==> config.mk <==
export PLATFORM = sky130hd
export DESIGN_NAME = cdc_tx_handshake
export DESIGN_NICKNAME = d
export VERILOG_FILES = /design/src/rtl/cdc_tx_pkg.sv /design/src/rtl/sync_ff_rst.sv /design/src/rtl/cdc_tx_handshake.sv
export SDC_FILE = /design/constraint.sdc
export NUM_CORES = 1
export LEC_CHECK = 0
export ABC_AREA = 1
export CORE_UTILIZATION = 35
export CTS_CLUSTER_SIZE = 14
export DETAILED_ROUTE_END_ITERATION = 7
export PLACE_DENSITY = 0.73
export RECOVER_POWER = 25
export SLEW_MARGIN = 5
export SYNTH_ARGS = -nofsm -noshare
export SYNTH_HDL_FRONTEND = slang
export SYNTH_SLANG_ARGS = --single-unit
==> constraint.sdc <==
create_clock -name clk -period 1.05 [get_ports clk]
set_clock_uncertainty 0.2 [all_clocks]
set_input_delay 0.21 -clock clk [delete_from_list [all_inputs] [get_ports clk]]
set_output_delay 0.21 -clock clk [all_outputs]
set_load 0.01 [all_outputs]
==> src/rtl/cdc_tx_pkg.sv <==
// rtl/cdc_tx_pkg.sv - shared types and limits for the toggle req/ack CDC launch side
package cdc_tx_pkg;

  typedef enum logic {
    CDC_TX_IDLE     = 1'b0,
    CDC_TX_WAIT_ACK = 1'b1
  } cdc_tx_state_e;

  localparam int CDC_SYNC_MIN = 2;
  localparam int CDC_SYNC_MAX = 3;

  // Out-of-range depths are pinned to the nearest legal value.
  function automatic int cdc_sync_depth(input int stages);
    if (stages < CDC_SYNC_MIN) return CDC_SYNC_MIN;
    if (stages > CDC_SYNC_MAX) return CDC_SYNC_MAX;
    return stages;
  endfunction

endpackage

==> src/rtl/sync_ff_rst.sv <==
// rtl/sync_ff_rst.sv - STAGES-deep single-bit synchronizer with async active-low reset
module sync_ff_rst #(
  parameter int STAGES = 2
) (
  input  logic clk_i,
  input  logic rst_ni,
  input  logic d_i,
  output logic q_o
);

  logic [STAGES-1:0] sync_q;

  always_ff @(posedge clk_i or negedge rst_ni) begin
    if (!rst_ni) begin
      sync_q <= '0;
    end else begin
      sync_q <= {sync_q[STAGES-2:0], d_i};
    end
  end

  assign q_o = sync_q[STAGES-1];

endmodule

==> src/rtl/cdc_tx_handshake.sv <==
// rtl/cdc_tx_handshake.sv - source-side launcher for a two-phase req/ack crossing
// Optional one-word holding buffer enabled by CDC_TX_SKID_EN.
module cdc_tx_handshake
  import cdc_tx_pkg::*;
#(
  parameter int WIDTH       = 16,
  parameter int SYNC_STAGES = 2
) (
  input  logic             clk,
  input  logic             reset_n,
  input  logic             in_valid,
  input  logic [WIDTH-1:0] in_data,
  output logic             in_ready,
  output logic [WIDTH-1:0] tx_data,
  output logic             tx_req,
  input  logic             tx_ack,
  output logic             busy,
  output logic             proto_err
);

  localparam int SyncDepth = cdc_sync_depth(SYNC_STAGES);

  cdc_tx_state_e    state_q, state_d;
  logic             tx_req_q, tx_req_d;
  logic [WIDTH-1:0] tx_data_q, tx_data_d;
  logic             ack_s, ack_s_q;
  logic             proto_err_q, proto_err_d;
  logic             accept;
  logic             done;

  sync_ff_rst #(
    .STAGES(SyncDepth)
  ) u_ack_sync (
    .clk_i (clk),
    .rst_ni(reset_n),
    .d_i   (tx_ack),
    .q_o   (ack_s)
  );

`ifdef CDC_TX_SKID_EN
  logic             skid_vld_q, skid_vld_d;
  logic [WIDTH-1:0] skid_data_q, skid_data_d;

  assign in_ready = !skid_vld_q;
`else
  assign in_ready = (state_q == CDC_TX_IDLE);
`endif

  assign accept = in_valid && in_ready;
  assign done   = (state_q == CDC_TX_WAIT_ACK) && (ack_s == tx_req_q);

  always_comb begin
    state_d     = state_q;
    tx_req_d    = tx_req_q;
    tx_data_d   = tx_data_q;
    proto_err_d = proto_err_q;
`ifdef CDC_TX_SKID_EN
    skid_vld_d  = skid_vld_q;
    skid_data_d = skid_data_q;
`endif

    // Nothing is outstanding in IDLE, so any ack edge is spurious.
    if ((state_q == CDC_TX_IDLE) && (ack_s != ack_s_q)) begin
      proto_err_d = 1'b1;
    end

    case (state_q)
      CDC_TX_IDLE: begin
        if (accept) begin
          tx_data_d = in_data;
          tx_req_d  = ~tx_req_q;
          state_d   = CDC_TX_WAIT_ACK;
        end
      end
      CDC_TX_WAIT_ACK: begin
`ifdef CDC_TX_SKID_EN
        if (done && skid_vld_q) begin
          tx_data_d  = skid_data_q;
          tx_req_d   = ~tx_req_q;
          skid_vld_d = 1'b0;
        end else if (done && accept) begin
          // Buffer is empty, so the fresh word goes straight out.
          tx_data_d = in_data;
          tx_req_d  = ~tx_req_q;
        end else if (done) begin
          state_d = CDC_TX_IDLE;
        end else if (accept) begin
          skid_vld_d  = 1'b1;
          skid_data_d = in_data;
        end
`else
        if (done) begin
          state_d = CDC_TX_IDLE;
        end
`endif
      end
      default: state_d = CDC_TX_IDLE;
    endcase
  end

  always_ff @(posedge clk or negedge reset_n) begin
    if (!reset_n) begin
      state_q     <= CDC_TX_IDLE;
      tx_req_q    <= 1'b0;
      tx_data_q   <= '0;
      ack_s_q     <= 1'b0;
      proto_err_q <= 1'b0;
`ifdef CDC_TX_SKID_EN
      skid_vld_q  <= 1'b0;
      skid_data_q <= '0;
`endif
    end else begin
      state_q     <= state_d;
      tx_req_q    <= tx_req_d;
      tx_data_q   <= tx_data_d;
      ack_s_q     <= ack_s;
      proto_err_q <= proto_err_d;
`ifdef CDC_TX_SKID_EN
      skid_vld_q  <= skid_vld_d;
      skid_data_q <= skid_data_d;
`endif
    end
  end

  assign tx_req    = tx_req_q;
  assign tx_data   = tx_data_q;
  assign busy      = (state_q == CDC_TX_WAIT_ACK);
  assign proto_err = proto_err_q;

endmodule

; ---- Word level (Yosys, flattened, before mapping)
; Cells that the tools add are included.
[word_totals]
reg_bits = 22
input_bits = 20
out_inout_bits = 20
word_cells = 17
[classes]
eq_ne = 2
mux = 3
n_bitwise = 2
n_reduce_logical = 4
[ops]
columns = operator, count
row1 = 1-bit logical AND, 3
row2 = 1-bit 2-to-1 mux, 2
row3 = 1-bit inverter, 2
row4 = 1-bit one-hot mux with 2 select lines, 1
row5 = 2-bit AND reduction, 1
row6 = 1-bit equality test, 1
row7 = 1-bit inequality test, 1

; ---- Depth between registers and ports, before layout
[depth]
word_depth = 4
ltp_mapped = 6
ltp_nobuf = 5

; ---- Cells and area by module
; Synthesis repeated with hierarchy kept, for this count alone.
[unflattened]
cells_unflattened = 90
area_unflattened_um2 = 853.3
[modules_own_cells]
columns = module, n_inst, cells_per_inst, area_per_inst_um2, seq_area_each_um2
row1 = cdc_tx_handshake, 1, 88, 803.3, 500.5
row2 = sync_ff_rst, 1, 2, 50.0, 50.0

; ---- Least setup slack after synthesis
; No wires, ideal clock.
[synth_timing]
path_kind = register to register
from = reg state_q (netlist: busy)
to = reg tx_data_q[0] (netlist: tx_data[0])
setup_time_ns = 0.116
arrival_time_ns = 0.894
required_time_ns = 0.734
slack_ns = -0.161
path_stages_with_launch = 6
synth_period_minus_slack_ns = 1.211
path_cell_list = dfrtp_1 > inv_2 > nand2_4 > buf_4 > nand2_1 > nand2_1
[synth_via]
elab_chain_cells = 3
[synth_lines]
columns = element, line_no
row1 = "start, declared", cdc_tx_handshake.sv:23  ; cdc_tx_state_e state_q, state_d;
row2 = "start signal, assigned", cdc_tx_handshake.sv:113  ; state_q <= state_d;
row3 = 1-bit inverter (no source line) *, -
row4 = named net in_ready, cdc_tx_handshake.sv:13  ; output logic in_ready,
row5 = 1-bit logical AND, cdc_tx_handshake.sv:49  ; assign accept = in_valid && in_ready;
row6 = 2-bit AND reduction (no source line) *, -
row7 = "end signal, assigned", cdc_tx_handshake.sv:115  ; tx_data_q <= tx_data_d;
row8 = "end, declared", cdc_tx_handshake.sv:25  ; logic [WIDTH-1:0] tx_data_q, tx_data_d;
; Mark *: on every way through the listed nets, which the timed path passes. The rest lies on a longest branch.
; A chain may end at the register's enable or synchronous reset.

; ---- Worst setup path after layout
[layout_timing]
from = reg state_q (netlist: busy)
to = out in_ready
[layout_via]
elab_chain_cells = 1
[layout_lines]
columns = element, line_no
row1 = 1-bit inverter (no source line), -
row2 = "end, declared", cdc_tx_handshake.sv:13
; Every way passes these cells.

==> flow_summary.html <==
<table>
<tr><th>Metric</th><th>Value</th></tr>
<tr><th colspan="2">GRT</th></tr>
<tr><td>First-pass GRT wire length</td><td>3080 um</td></tr>
<tr><td>Total congestion overflow</td><td>0</td></tr>
<tr><td>Initial antenna violation count</td><td>0</td></tr>
<tr><td>Vias in the first global route</td><td>706</td></tr>
<tr><td>Total Routing Usage GR</td><td>16.5%</td></tr>
<tr><td>Largest net degree at the start of global routing</td><td>23</td></tr>
<tr><th colspan="2">Setup path</th></tr>
<tr><td>Critical register-to-register path endpoint</td><td>tx_data[10]</td></tr>
<tr><td>Largest stage delay, worst path</td><td>0.41 ns</td></tr>
<tr><td>CP arrival</td><td>0.96 ns</td></tr>
<tr><td>Worst Path Required</td><td>0.64 ns</td></tr>
<tr><td>Crit path capture type</td><td>output pin</td></tr>
<tr><td>Buffers and inverters on the worst path</td><td>3</td></tr>
<tr><td>Sequence of cells on the critical path</td><td>buf_6 &gt; inv_4 &gt; buf_6</td></tr>
<tr><td>Worst reg2reg setup slack</td><td>-0.31 ns</td></tr>
<tr><td>Cell repeated most along the worst path</td><td>buf_6</td></tr>
<tr><td>FF-to-FF Start</td><td>busy</td></tr>
<tr><td>Launching element type of the critical path</td><td>flip-flop</td></tr>
<tr><td>Largest driver fanout on the critical path</td><td>2</td></tr>
<tr><td>Worst setup path startpoint</td><td>busy</td></tr>
<tr><td>Crit path max-delay family</td><td>flip-flops</td></tr>
<tr><td>Register-to-Register Path Depth</td><td>7</td></tr>
<tr><td>Worst path slowest cell</td><td>dfrtp_1</td></tr>
<tr><td>Worst Path Class, Setup</td><td>flip-flop to output pin</td></tr>
<tr><th colspan="2">Drt</th></tr>
<tr><td>Total number of vias</td><td>759</td></tr>
<tr><td>Vias per cell</td><td>4.19</td></tr>
<tr><td>Mean routed wirelength per cell</td><td>11.5 um</td></tr>
<tr><td>Detailed-router iteration count before antenna repair</td><td>4</td></tr>
<tr><td>DRT antenna net count</td><td>0</td></tr>
<tr><td># DRC</td><td>0</td></tr>
<tr><td>DRC marker count from the first detailed-route iteration</td><td>11</td></tr>
<tr><td>Wire length after detailed routing</td><td>2070 um</td></tr>
<tr><th colspan="2">STA</th></tr>
<tr><td>Highest clock rate</td><td>727 MHz</td></tr>
<tr><td>Setup slack after layout</td><td>-0.325 ns</td></tr>
<tr><td>Hold Fails Final Rpt</td><td>0</td></tr>
<tr><td>Slew margin rel.</td><td>65.7%</td></tr>
<tr><td>Minimum hold slack</td><td>0.139 ns</td></tr>
<tr><td>Final setup fails</td><td>39</td></tr>
<tr><td>Portion of the clock cycle consumed by the worst path in the final layout</td><td>131%</td></tr>
<tr><td>Worst slew pin tran</td><td>0.514 ns</td></tr>
<tr><td>Unrepaired setup endpoints after global routing</td><td>yes</td></tr>
<tr><td>Time the final worst path needs with I/O delays and setup</td><td>1.37 ns</td></tr>
<tr><td>Max Slew Vio Count</td><td>0</td></tr>
<tr><th colspan="2">Synth</th></tr>
<tr><td>YS warnings</td><td>0</td></tr>
<tr><td>Synth Instances</td><td>90</td></tr>
<tr><td>Cell accounting for the most synthesized area</td><td>dfrtp_1</td></tr>
<tr><td>Portion of the post-synthesis area used by sequential elements</td><td>64.5%</td></tr>
<tr><td>Top cell type's share of synthesized area</td><td>64.5%</td></tr>
<tr><td>Number of nets in the synthesized netlist</td><td>110</td></tr>
<tr><td>Mean instance size in the synthesized netlist</td><td>9.48 um2</td></tr>
<tr><td>Post-synthesis cell type count</td><td>10</td></tr>
<tr><td>Post-synthesis cell area</td><td>853 um2</td></tr>
<tr><td>Number of register bits inferred by synthesis</td><td>22</td></tr>
<tr><td>Largest cells by area after synthesis</td><td>dfrtp_1 (65%), nand2_1 (23%), nand2_2 (3.7%)</td></tr>
<tr><th colspan="2">Pwr</th></tr>
<tr><td>Leak pwr</td><td>0.770 nW</td></tr>
<tr><td>Switching Power</td><td>0.00128 W</td></tr>
<tr><td>Combinational group share of total power</td><td>51.3%</td></tr>
<tr><td>Cell internal power dissipation</td><td>0.00241 W</td></tr>
<tr><td>Sequential power share</td><td>36.7%</td></tr>
<tr><td>Design Power</td><td>0.00370 W</td></tr>
<tr><td>Switching share of total power</td><td>34.7%</td></tr>
<tr><td>Part of the power in the clock network</td><td>12.1%</td></tr>
<tr><td>Total power per unit cell area</td><td>2640 nW/um2</td></tr>
<tr><td>Worst vdd rail ir drop</td><td>1.08 mV</td></tr>
<tr><th colspan="2">Clocking</th></tr>
<tr><td>CTS Sinks</td><td>22</td></tr>
<tr><td>Buffer depth of the longest clock path</td><td>2</td></tr>
<tr><td>Root buffer cell</td><td>clkbuf_4</td></tr>
<tr><td>Clock Pin Slew Worst Setup and Hold Paths</td><td>0.11 ns</td></tr>
<tr><td>Clock buffers created by TritonCTS</td><td>3</td></tr>
<tr><td>CTS tree</td><td>yes</td></tr>
<tr><td>Maximum level of the CTS H-tree</td><td>1</td></tr>
<tr><td>Hold-fix buffers at CTS</td><td>0</td></tr>
<tr><td>Source-to-sink clock delay at the later pin of the worst-skew pair</td><td>0.30 ns</td></tr>
<tr><th colspan="2">Floorplan</th></tr>
<tr><td>Die Footprint</td><td>2640 um2</td></tr>
<tr><td>Die outline width</td><td>51.4 um</td></tr>
<tr><td>I/O pin count</td><td>40</td></tr>
<tr><td>Die Y-Extent</td><td>51.4 um</td></tr>
<tr><td>Starting utilization of the core area</td><td>37.8%</td></tr>
<tr><td>Std-Cell Core Area</td><td>2250 um2</td></tr>
<tr><td>Number of rows in the core area</td><td>17</td></tr>
<tr><th colspan="2">Worst hold path</th></tr>
<tr><td>Endpoint with the worst hold slack</td><td>u_ack_sync.sync_q[0]</td></tr>
<tr><td>Worst hold stages</td><td>1</td></tr>
<tr><td>Start point of the worst hold path</td><td>tx_ack</td></tr>
<tr><td>Worst min-delay path category</td><td>input port to flip-flop</td></tr>
<tr><th colspan="2">Status</th></tr>
<tr><td>Run status</td><td>complete, but fails checks</td></tr>
<tr><td>Violations in the final reports</td><td>negative setup slack</td></tr>
<tr><th colspan="2">Cells and area</th></tr>
<tr><td>Final Net Count</td><td>174</td></tr>
<tr><td>P&amp;R area growth vs syn</td><td>64.1%</td></tr>
<tr><td>Ratio of cells with drive above 1 in the final layout</td><td>35.3%</td></tr>
<tr><td>Number of antenna cells inserted</td><td>0</td></tr>
<tr><td>Most frequent standard cell in the layout excluding fill and tap cells</td><td>nand2_1</td></tr>
<tr><td>Leading cell types in the layout, fill and taps excluded</td><td>nand2_1 (52), dfrtp_1 (22), clkdlybuf4s50_1 (19), buf_4 (18), buf_2 (16)</td></tr>
<tr><td>Post-route cell area</td><td>1400 um2</td></tr>
<tr><th colspan="2">Placed design</th></tr>
<tr><td>Post-placement worst setup slack</td><td>-0.370 ns</td></tr>
<tr><td>Detailed placer's ending HPWL</td><td>1420 um</td></tr>
<tr><td>Placement Cell Area</td><td>1330 um2</td></tr>
<tr><td>Final weighted congestion in routability-driven placement</td><td>0.699</td></tr>
<tr><td>Count of buffers inserted at the top-level ports</td><td>39</td></tr>
<tr><th colspan="2">Run</th></tr>
<tr><td>Number of max-cap violations</td><td>0</td></tr>
</table>
-- power groups by stage --
stage	Clock, W	Combinational [W]	Sequential [W]
final	0.000446	0.00190	0.00136
after global routing	0.000494	0.00206	0.00139
after CTS	0.000464	0.00171	0.00134
after detailed placement	0	0.00175	0.00139
after global placement	0	0.00170	0.00138
after floorplan	0	0.000544	0.00155
-- through the flow --
| stage | TNS [ns] | utilization [%] | std cells |
|---|---|---|---|
| after floorplan | -1.86 | - | 90 |
| after global placement | -10.23 | 59.0 | 164 |
| after detailed placement | -10.67 | 59.0 | 164 |
| after CTS | -9.14 | 59.8 | 174 |
| after global routing | -10.56 | 62.1 | 181 |
| final | -8.98 | 62.1 | 181 |
-- flip-flops by register name (all words and copies together), names as in the netlist --
| register | cells |
|---|---|
| tx_data | 16 |
| u_ack_sync.sync_q | 2 |
| tx_req | 1 |
| proto_err | 1 |
| busy | 1 |
| ack_s_q | 1 |
-- cells in the mapped netlist, drive strengths merged --
library cell and instances:
dfrtp 22, buf 2, nand2 58, inv 6, nand3 2
-- worst max-delay path by stage --
| stage | end | slack [ns] | depth (start not counted) |
|---|---|---|---|
| floorplan | tx_data[0] | -0.16 | 6 |
| global placement | in_ready | -0.33 | 2 |
| detailed placement | tx_data[10] | -0.37 | 5 |
| CTS | in_ready | -0.34 | 3 |
| global route | tx_data[10] | -0.37 | 7 |
| finish | in_ready | -0.32 | 3 |
-- layer usage --
layer / global-route usage (%) / share of wire (%) / vias up / wire length [um]
met5: 0 / 0 / - / 0
met4: 9.46 / 1.3 / 0 / 27
met3: 3.57 / 5.3 / 2 / 110
met2: 27.7 / 50 / 28 / 1030
met1: 19.3 / 44 / 338 / 906
li1: - / - / 391 / -
-- what timing repair did --
item	CTS	global route
resized for setup	87	3
pin swaps	1	0
buffers inserted	6	7
setup endpoints to repair	38	39
endpoints found under the hold margin	0	0
-- logic make-up (layout without fill, tap and decap cells) --
group | count (synthesis) | in the layout | synth area share, %
buffers and inverters | 8 | 71 | 6.45
flip-flops | 22 | 22 | 64.5
AND/OR/NAND/NOR | 60 | 60 | 29.0
-- layout make-up --
type	instances	area, um2
fillers	187	855
multi-input cells	60	256
repair buffers	61	489
clock buffers	4	36.3
well taps	28	35.0
flip-flops and latches	22	551
inverters	6	32.5
(Power assumes the default switching activity.)
